### src/rtl/writeback_queue.sv
// rtl/writeback_queue.sv - 2-entry in-order writeback FIFO with register-file drain and decode forwarding
module writeback_queue #(
  parameter int DATA_W = 16
) (
  input  logic              clk,
  input  logic              rst_n,
  input  logic              in_valid,
  output logic              in_ready,
  input  logic              in_reg_write,
  input  logic [2:0]        in_write_reg,
  input  logic [DATA_W-1:0] in_write_data,
  input  logic              rf_stall,
  output logic              rf_we,
  output logic [2:0]        rf_waddr,
  output logic [DATA_W-1:0] rf_wdata,
  input  logic [2:0]        read_reg_1,
  input  logic [2:0]        read_reg_2,
  output logic              fwd_hit_1,
  output logic              fwd_hit_2,
  output logic [DATA_W-1:0] fwd_data_1,
  output logic [DATA_W-1:0] fwd_data_2,
  output logic [1:0]        pending
);
  localparam int DEPTH = 2;

  logic [DEPTH-1:0]  q_rw;
  logic [2:0]        q_reg  [DEPTH];
  logic [DATA_W-1:0] q_data [DEPTH];
  logic              wr_ptr;
  logic              rd_ptr;
  logic [1:0]        count;
  logic              push;
  logic              pop;
  logic              not_empty;
  logic              full;

  assign not_empty = (count != 2'd0);
  assign full      = (count == 2'd2);
  assign in_ready  = !full;
  assign push      = in_valid && in_ready;
  assign pop       = not_empty && !rf_stall;
  assign pending   = count;

  always_ff @(posedge clk or negedge rst_n) begin
    if (!rst_n) begin
      q_rw   <= '0;
      wr_ptr <= 1'b0;
      rd_ptr <= 1'b0;
      count  <= 2'd0;
      for (int i = 0; i < DEPTH; i++) begin
        q_reg[i]  <= 3'd0;
        q_data[i] <= '0;
      end
    end else begin
      if (push) begin
        q_rw[wr_ptr]   <= in_reg_write;
        q_reg[wr_ptr]  <= in_write_reg;
        q_data[wr_ptr] <= in_write_data;
        wr_ptr         <= ~wr_ptr;
      end
      if (pop) begin
        rd_ptr <= ~rd_ptr;
      end
      case ({push, pop})
        2'b10:   count <= count + 2'd1;
        2'b01:   count <= count - 2'd1;
        default: count <= count;
      endcase
    end
  end

  // Head drives the write port; an empty queue presents zeros.
  always_comb begin
    rf_waddr = 3'd0;
    rf_wdata = '0;
    rf_we    = 1'b0;
    if (not_empty) begin
      rf_waddr = q_reg[rd_ptr];
      rf_wdata = q_data[rd_ptr];
      rf_we    = !rf_stall && q_rw[rd_ptr] && (q_reg[rd_ptr] != 3'd0);
    end
  end

  logic [2:0]        rr       [2];
  logic              hit      [2];
  logic [DATA_W-1:0] hit_data [2];
  logic              young;

  assign rr[0] = read_reg_1;
  assign rr[1] = read_reg_2;
  assign young = ~rd_ptr;

  // Older (head) entry first so a matching younger entry overrides it.
  always_comb begin
    for (int k = 0; k < 2; k++) begin
      hit[k]      = 1'b0;
      hit_data[k] = '0;
      if (rr[k] != 3'd0) begin
        if (not_empty && q_rw[rd_ptr] && (q_reg[rd_ptr] == rr[k])) begin
          hit[k]      = 1'b1;
          hit_data[k] = q_data[rd_ptr];
        end
        if (full && q_rw[young] && (q_reg[young] == rr[k])) begin
          hit[k]      = 1'b1;
          hit_data[k] = q_data[young];
        end
      end
    end
  end

  assign fwd_hit_1  = hit[0];
  assign fwd_hit_2  = hit[1];
  assign fwd_data_1 = hit_data[0];
  assign fwd_data_2 = hit_data[1];
endmodule

### config.mk
export PLATFORM = sky130hd
export DESIGN_NAME = writeback_queue
export DESIGN_NICKNAME = d
export VERILOG_FILES = /design/src/rtl/writeback_queue.sv
export SDC_FILE = /design/constraint.sdc
export NUM_CORES = 1
export LEC_CHECK = 0
export ABC_AREA = 1
export BUFFER_PORTS_ARGS = -buffer_cell sky130_fd_sc_hd__buf_2
export CORE_ASPECT_RATIO = 1.1
export CORE_MARGIN = 5
export CORE_UTILIZATION = 55
export DETAILED_ROUTE_END_ITERATION = 7
export GPL_ROUTABILITY_DRIVEN = 0
export HOLD_SLACK_MARGIN = 0.08
export PLACE_DENSITY = 0.83
export SYNTH_ARGS = -nofsm -noshare
export SYNTH_HDL_FRONTEND = slang
export SYNTH_SLANG_ARGS = --single-unit
### constraint.sdc
create_clock -name clk -period 2.65 [get_ports clk]
set_input_delay 0.53 -clock clk [delete_from_list [all_inputs] [get_ports clk]]
set_output_delay 0.53 -clock clk [all_outputs]
set_load 0.05 [all_outputs]
---- Word-level counts from Yosys, hierarchy flattened ----
Index checks and enable logic that the tools add are counted.
operators by class
  equality and inequality tests ........... 7
  divide/modulo/power cells ............... 0
  $lt $le $gt $ge ......................... 8
  $add $sub $neg .......................... 2
  bitwise logic cells ..................... 5
  reduce and logical (&&, ||, !) cells .... 19
  muxes and demuxes ....................... 41
  $mul .................................... 0
  shift-type cells ........................ 0
operators by type and width
  operator             number
  $mux 16              14
  $bwmux 32            1
  $mux 3               8
  $demux 16 s1         1
  $eq 3x3->1           4
  $logic_and 1x1->1    12
  $mux 1               12
  $reduce_bool 3->1    3
  $bwmux 6             1
  $ge 2x2->1 const B   3
  $lt 1x2->1 const B   3
  $not 1->2            3
  $eq 2x2->1 const B   2
  $pmux 2 s2           1
  $reduce_bool 2->1    2
  $demux 3 s1          1
  $add 2x1->2 const B  1
  $bwmux 2             1
  $eq 2x1->1 const B   1
  $logic_not 1->1      2
  $lt 2x1->1 const B   1
  $not 1->1            2
  $sub 2x1->2 const B  1
  $demux 1 s1          1
  $ge 1x1->1 const B   1
storage, ports and cells
  input port bits ......................... 30
  ROM bits ................................ 0
  output and inout bits ................... 57
  memory bits (writable) .................. 0
  latch bits .............................. 0
  memories ................................ 0
  register bits ........................... 44
  logic and storage cells ................. 90

---- Longest topological paths before layout ----
  word-level depth ........................ 9
  mapped depth ............................ 11
  gate-level depth less buffers ........... 10

---- Worst setup path before layout ----
Ideal clock, no wire load.
  path type ............................... register to output
  start ................................... register count[1], in the netlist pending[1]
  end ..................................... output port fwd_data_1[14]
  arrival time ............................ 2391 ps
  required time ........................... 2120 ps
  stages on the path, launching flop included .. 10
  path buffers ............................ 1
  setup slack ............................. -271 ps
  cells stage by stage .................... dfrtp_1 nand2_2 nor2_4 nand3_2 nor2_4 nand2_4 buf_6 nand2_1 inv_1 nor2_1
between the ends
  cells in the longest elaborated chain, start to end .. 6
  elaborated cells on any way between the ends .. 9
  classes of those cells .................. eq/ne: 1; mux: 3; reduce/logical: 5
RTL lines
  what                            RTL line  source
  start: declaration              31        logic [1:0] count;
  start signal: assignment        65        2'b10: count <= count + 2'd1;
  start signal: assignment        66        2'b01: count <= count - 2'd1;
  start signal: assignment        67        default: count <= count;
  $reduce_bool 2->1               37        assign not_empty = (count != 2'd0);
  $logic_and 1x1->1 (2 in a row)  99        if (not_empty && q_rw[rd_ptr] && (q_reg[rd_ptr] == rr[k])) begin
  $mux 16                         99
  $mux 16 (*)                     103       if (full && q_rw[young] && (q_reg[young] == rr[k])) begin
  $mux 16 (*)                     98        if (rr[k] != 3'd0) begin
  end: declaration                20        output logic [DATA_W-1:0] fwd_data_1,
Mark *: on every way between the ends. The rest lies on a longest branch, timed or not.

---- Worst setup path after layout ----
  start ................................... register rd_ptr
  end ..................................... output port fwd_data_1[1]
between the ends
  cells in the longest elaborated chain, start to end .. 9
  elaborated cells on any way between the ends .. 28
  classes of those cells .................. eq/ne: 2; mux: 19; bitwise: 3; reduce/logical: 4
RTL lines
  what                                                                 RTL line      source
  start: declaration                                                   30            logic rd_ptr;
  start signal: assignment                                             62            rd_ptr <= ~rd_ptr;
  $not 1->2 (not written as such) / $not 1->1 (equally long branches)  99, 101, 91
  $mux 3 (not written as such) / $not 1->2 (equally long branches)     99, 103, 105
  $mux 3, on equally long branches (2 in a row)                        99, 103
  $eq 3x3->1 / $mux 3 (equally long branches)                          99, 103
  $logic_and 1x1->1 / $eq 3x3->1 (equally long branches)               99, 103
  $mux 16 / $logic_and 1x1->1 (equally long branches)                  99, 103
  $mux 16 (*)                                                          103
  $mux 16 (*)                                                          98
Mark *: on every way between the ends. The rest lies on a longest branch, timed or not. The select of a mux whose other input is x is not followed.

==> results_dict.tcl <==
set metrics [dict create \
    finalSetupViolCount 0 \
    worstMarginPinSlew_ns 0.937 \
    vias_per_cell 5.59 \
    critPathMaxFanout 8 \
    synth-edff-count 0 \
    syn_to_final_growth_pct 35.3 \
    grt.overflow.total 0 \
    slowest_delay_ns 0.44 \
    yosys.area.top_type_share 0.334 \
    ys_top_cells_by_count "183 x nand2_1, 61 x o21ai_0, 53 x inv_1, 53 x nand3_1, 44 x dfrtp_1" \
    htree_num_levels 2 \
    rows 29 \
    cts_buffers 5 \
    place_area_mm2 0.00385 \
    yosysMostFrequentCell "nand2_1" \
    pre_cts_slack_ns 0.197 \
    grt_pass1_wl_um 15400 \
    io_pins 87 \
    drtPass1Iterations 5 \
    grt_pass1_vias 3312 \
    drt-total-wl_um 10000 \
    synth_top_flop_cell "dfrtp_1" \
    grt_usage 0.240 \
    tritoncts "done" \
    end_kind "output port" \
    yosysUniqueCellTypes 28 \
    ys_async_sr_fraction 1.00 \
    clock_path_buffers 2 \
    die_w_um 83.8 \
    final_layout_size_suffix_gt1_frac 0.301 \
    worstPathCellList "buf_6, nand2_1, nand3_2, nand3_2, nor2_4, buf_6, nand2_4, nand2_1, nand2_1, nor2_2, buf_6" \
    netlist_top_cells_area "dfrtp_1 33%, nand2_1 21%, o21ai_0 9.3%" \
    worstPathArrival_ns 2.08 \
    slowest_stage "dfrtp_2" \
    clkSlewWorstSetupHoldPaths_ns 0.08 \
    run_status "finished, final reports clean" \
    start_util 0.568 \
    syn_inst 523 \
    largest_reg_flops 32 \
    synth_area_leader_cell "dfrtp_1" \
    hold_class "in2async" \
    yosysSeqAreaShare 0.334 \
    dieArea_mm2 0.00764 \
    avgSynthCellArea_um2 6.30 \
    maxSlewViolCount 0 \
    dr_total_vias 3821 \
    crit_required_ns 2.12 \
    hold_viol_final 0 \
    route.detailed.drc 0 \
    die-height_um 91.2 \
    clock-sinks 44 \
    antenna_found_initial 0 \
    finalNetCount 639 \
    rsz0062_at_grt "true" \
    clk_latency_ns 0.28 \
    syn_area_mm2 0.00330 \
    routedWlPerCell_um 14.6 \
    finClkSkew_ns 0.0103 \
    synth_nets 554 \
    grt_max_degree 45 \
    fin_crit_sh 0.985 \
    antenna_cells 0 \
    period_needed_ns 2.61 \
    startpoint_type "register" \
    fin_area_mm2 0.00446 \
    hold_buffers 0 \
    ys.warnings.count 0 \
    core_area_mm2 0.00581 \
    max-slew-margin-rel 0.375 \
    worst_slack_ns 0.0404 \
    ant_nets 0 \
    drt_iter0_drc 285 \
    portBuffers 86 \
    fmax_mhz 383 \
    cts-root-buf "clkbuf_8" \
    ys_ff_latch 44 \
    drv_cap 0 \
    dpl.hpwl_um 6860 \
    path_class "reg2out" \
]
==> worst max-delay path, delay by kind of cell (launching register included) <==
kind / cells / cell delay [ns]
buf+inv: 3 / 0.49
flops: 1 / 0.44
simple gates: 8 / 0.84
==> routing by layer <==
layer  part of all wire  GRT usage
met5                  0          0
met4              0.041     0.0751
met3              0.077     0.0389
met2               0.48      0.381
met1               0.41      0.336
==> cells in the final DEF (no fill, tap or decap), drive strengths merged <==
cell type | synthesis | final
o21a | 1 | 1
nor3 | 2 | 2
nor2 | 64 | 64
dfrtp | 44 | 44
a311oi | 1 | 1
xnor2 | 1 | 1
inv | 56 | 56
or2 | 3 | 3
nand3b | 2 | 2
bufinv | 0 | 1
nand2 | 191 | 195
xor2 | 2 | 2
buf | 14 | 99
o21ai | 71 | 71
mux2i | 1 | 1
clkbuf | 14 | 8
ha | 1 | 1
nand3 | 54 | 54
a21oi | 1 | 1
==> cell type report <==
class / count / area, µm²
multi-input combinational: 399 / 2130
fill: 421 / 1350
sequential: 44 / 1100
timing repair buffer: 102 / 815
inverter: 56 / 215
tap: 77 / 96.3
clock buffer: 5 / 68.8
clock inverter: 1 / 30.0
==> final timing paths <==
path                            depth (start not counted)  slack, ns                     end                    from
worst min register to register                          2       0.49  q_data[21]$_DFFE_PN0P_  q_data[21]$_DFFE_PN0P_
worst min-delay path                                    1       0.39    q_reg[0]$_DFFE_PN0P_                   rst_n
worst max-delay path                                   11       0.04           fwd_data_1[1]      rd_ptr$_DFFE_PN0N_
worst max register to register                          8       0.47  pending[1]$_DFFE_PN0P_  pending[0]$_DFFE_PN0P_
max in group asynchronous                               1       1.63      rd_ptr$_DFFE_PN0N_                   rst_n
min in group clk                                        3       0.49  q_data[21]$_DFFE_PN0P_        in_write_data[5]
==> cell families (layout without fill, tap and decap cells) <==
kind of cell | count (synthesis) | after routing | share of synthesized area
buf+inv | 84 | 164 | 0.112
mux | 1 | 1 | 0.00304
flops | 44 | 44 | 0.334
compound gates | 74 | 74 | 0.114
fa+ha+maj | 1 | 1 | 0.00379
xor+xnor | 3 | 3 | 0.00797
simple gates | 316 | 320 | 0.425
==> what timing repair did <==
item / in CTS / in global routing
buffers inserted: 0 / 5
gates cloned: 1 / 4
pin swaps: 0 / 11
endpoints found under the setup margin: 18 / 34
gates resized for setup: 15 / 130
==> per-stage QoR <==
step,instances,TNS (ns),utilization,hold WS (ns)
finish,684,0,0.768,0.391
floorplan,523,-2.40,-,0.234
global placement,668,0,0.663,0.468
CTS,675,0,0.690,0.402
detailed placement,668,0,0.663,0.474
global route,684,-0.269,0.768,0.468
Power is not shown: default switching activity piles up to over one toggle a cycle in this logic, so the estimate is an artifact.
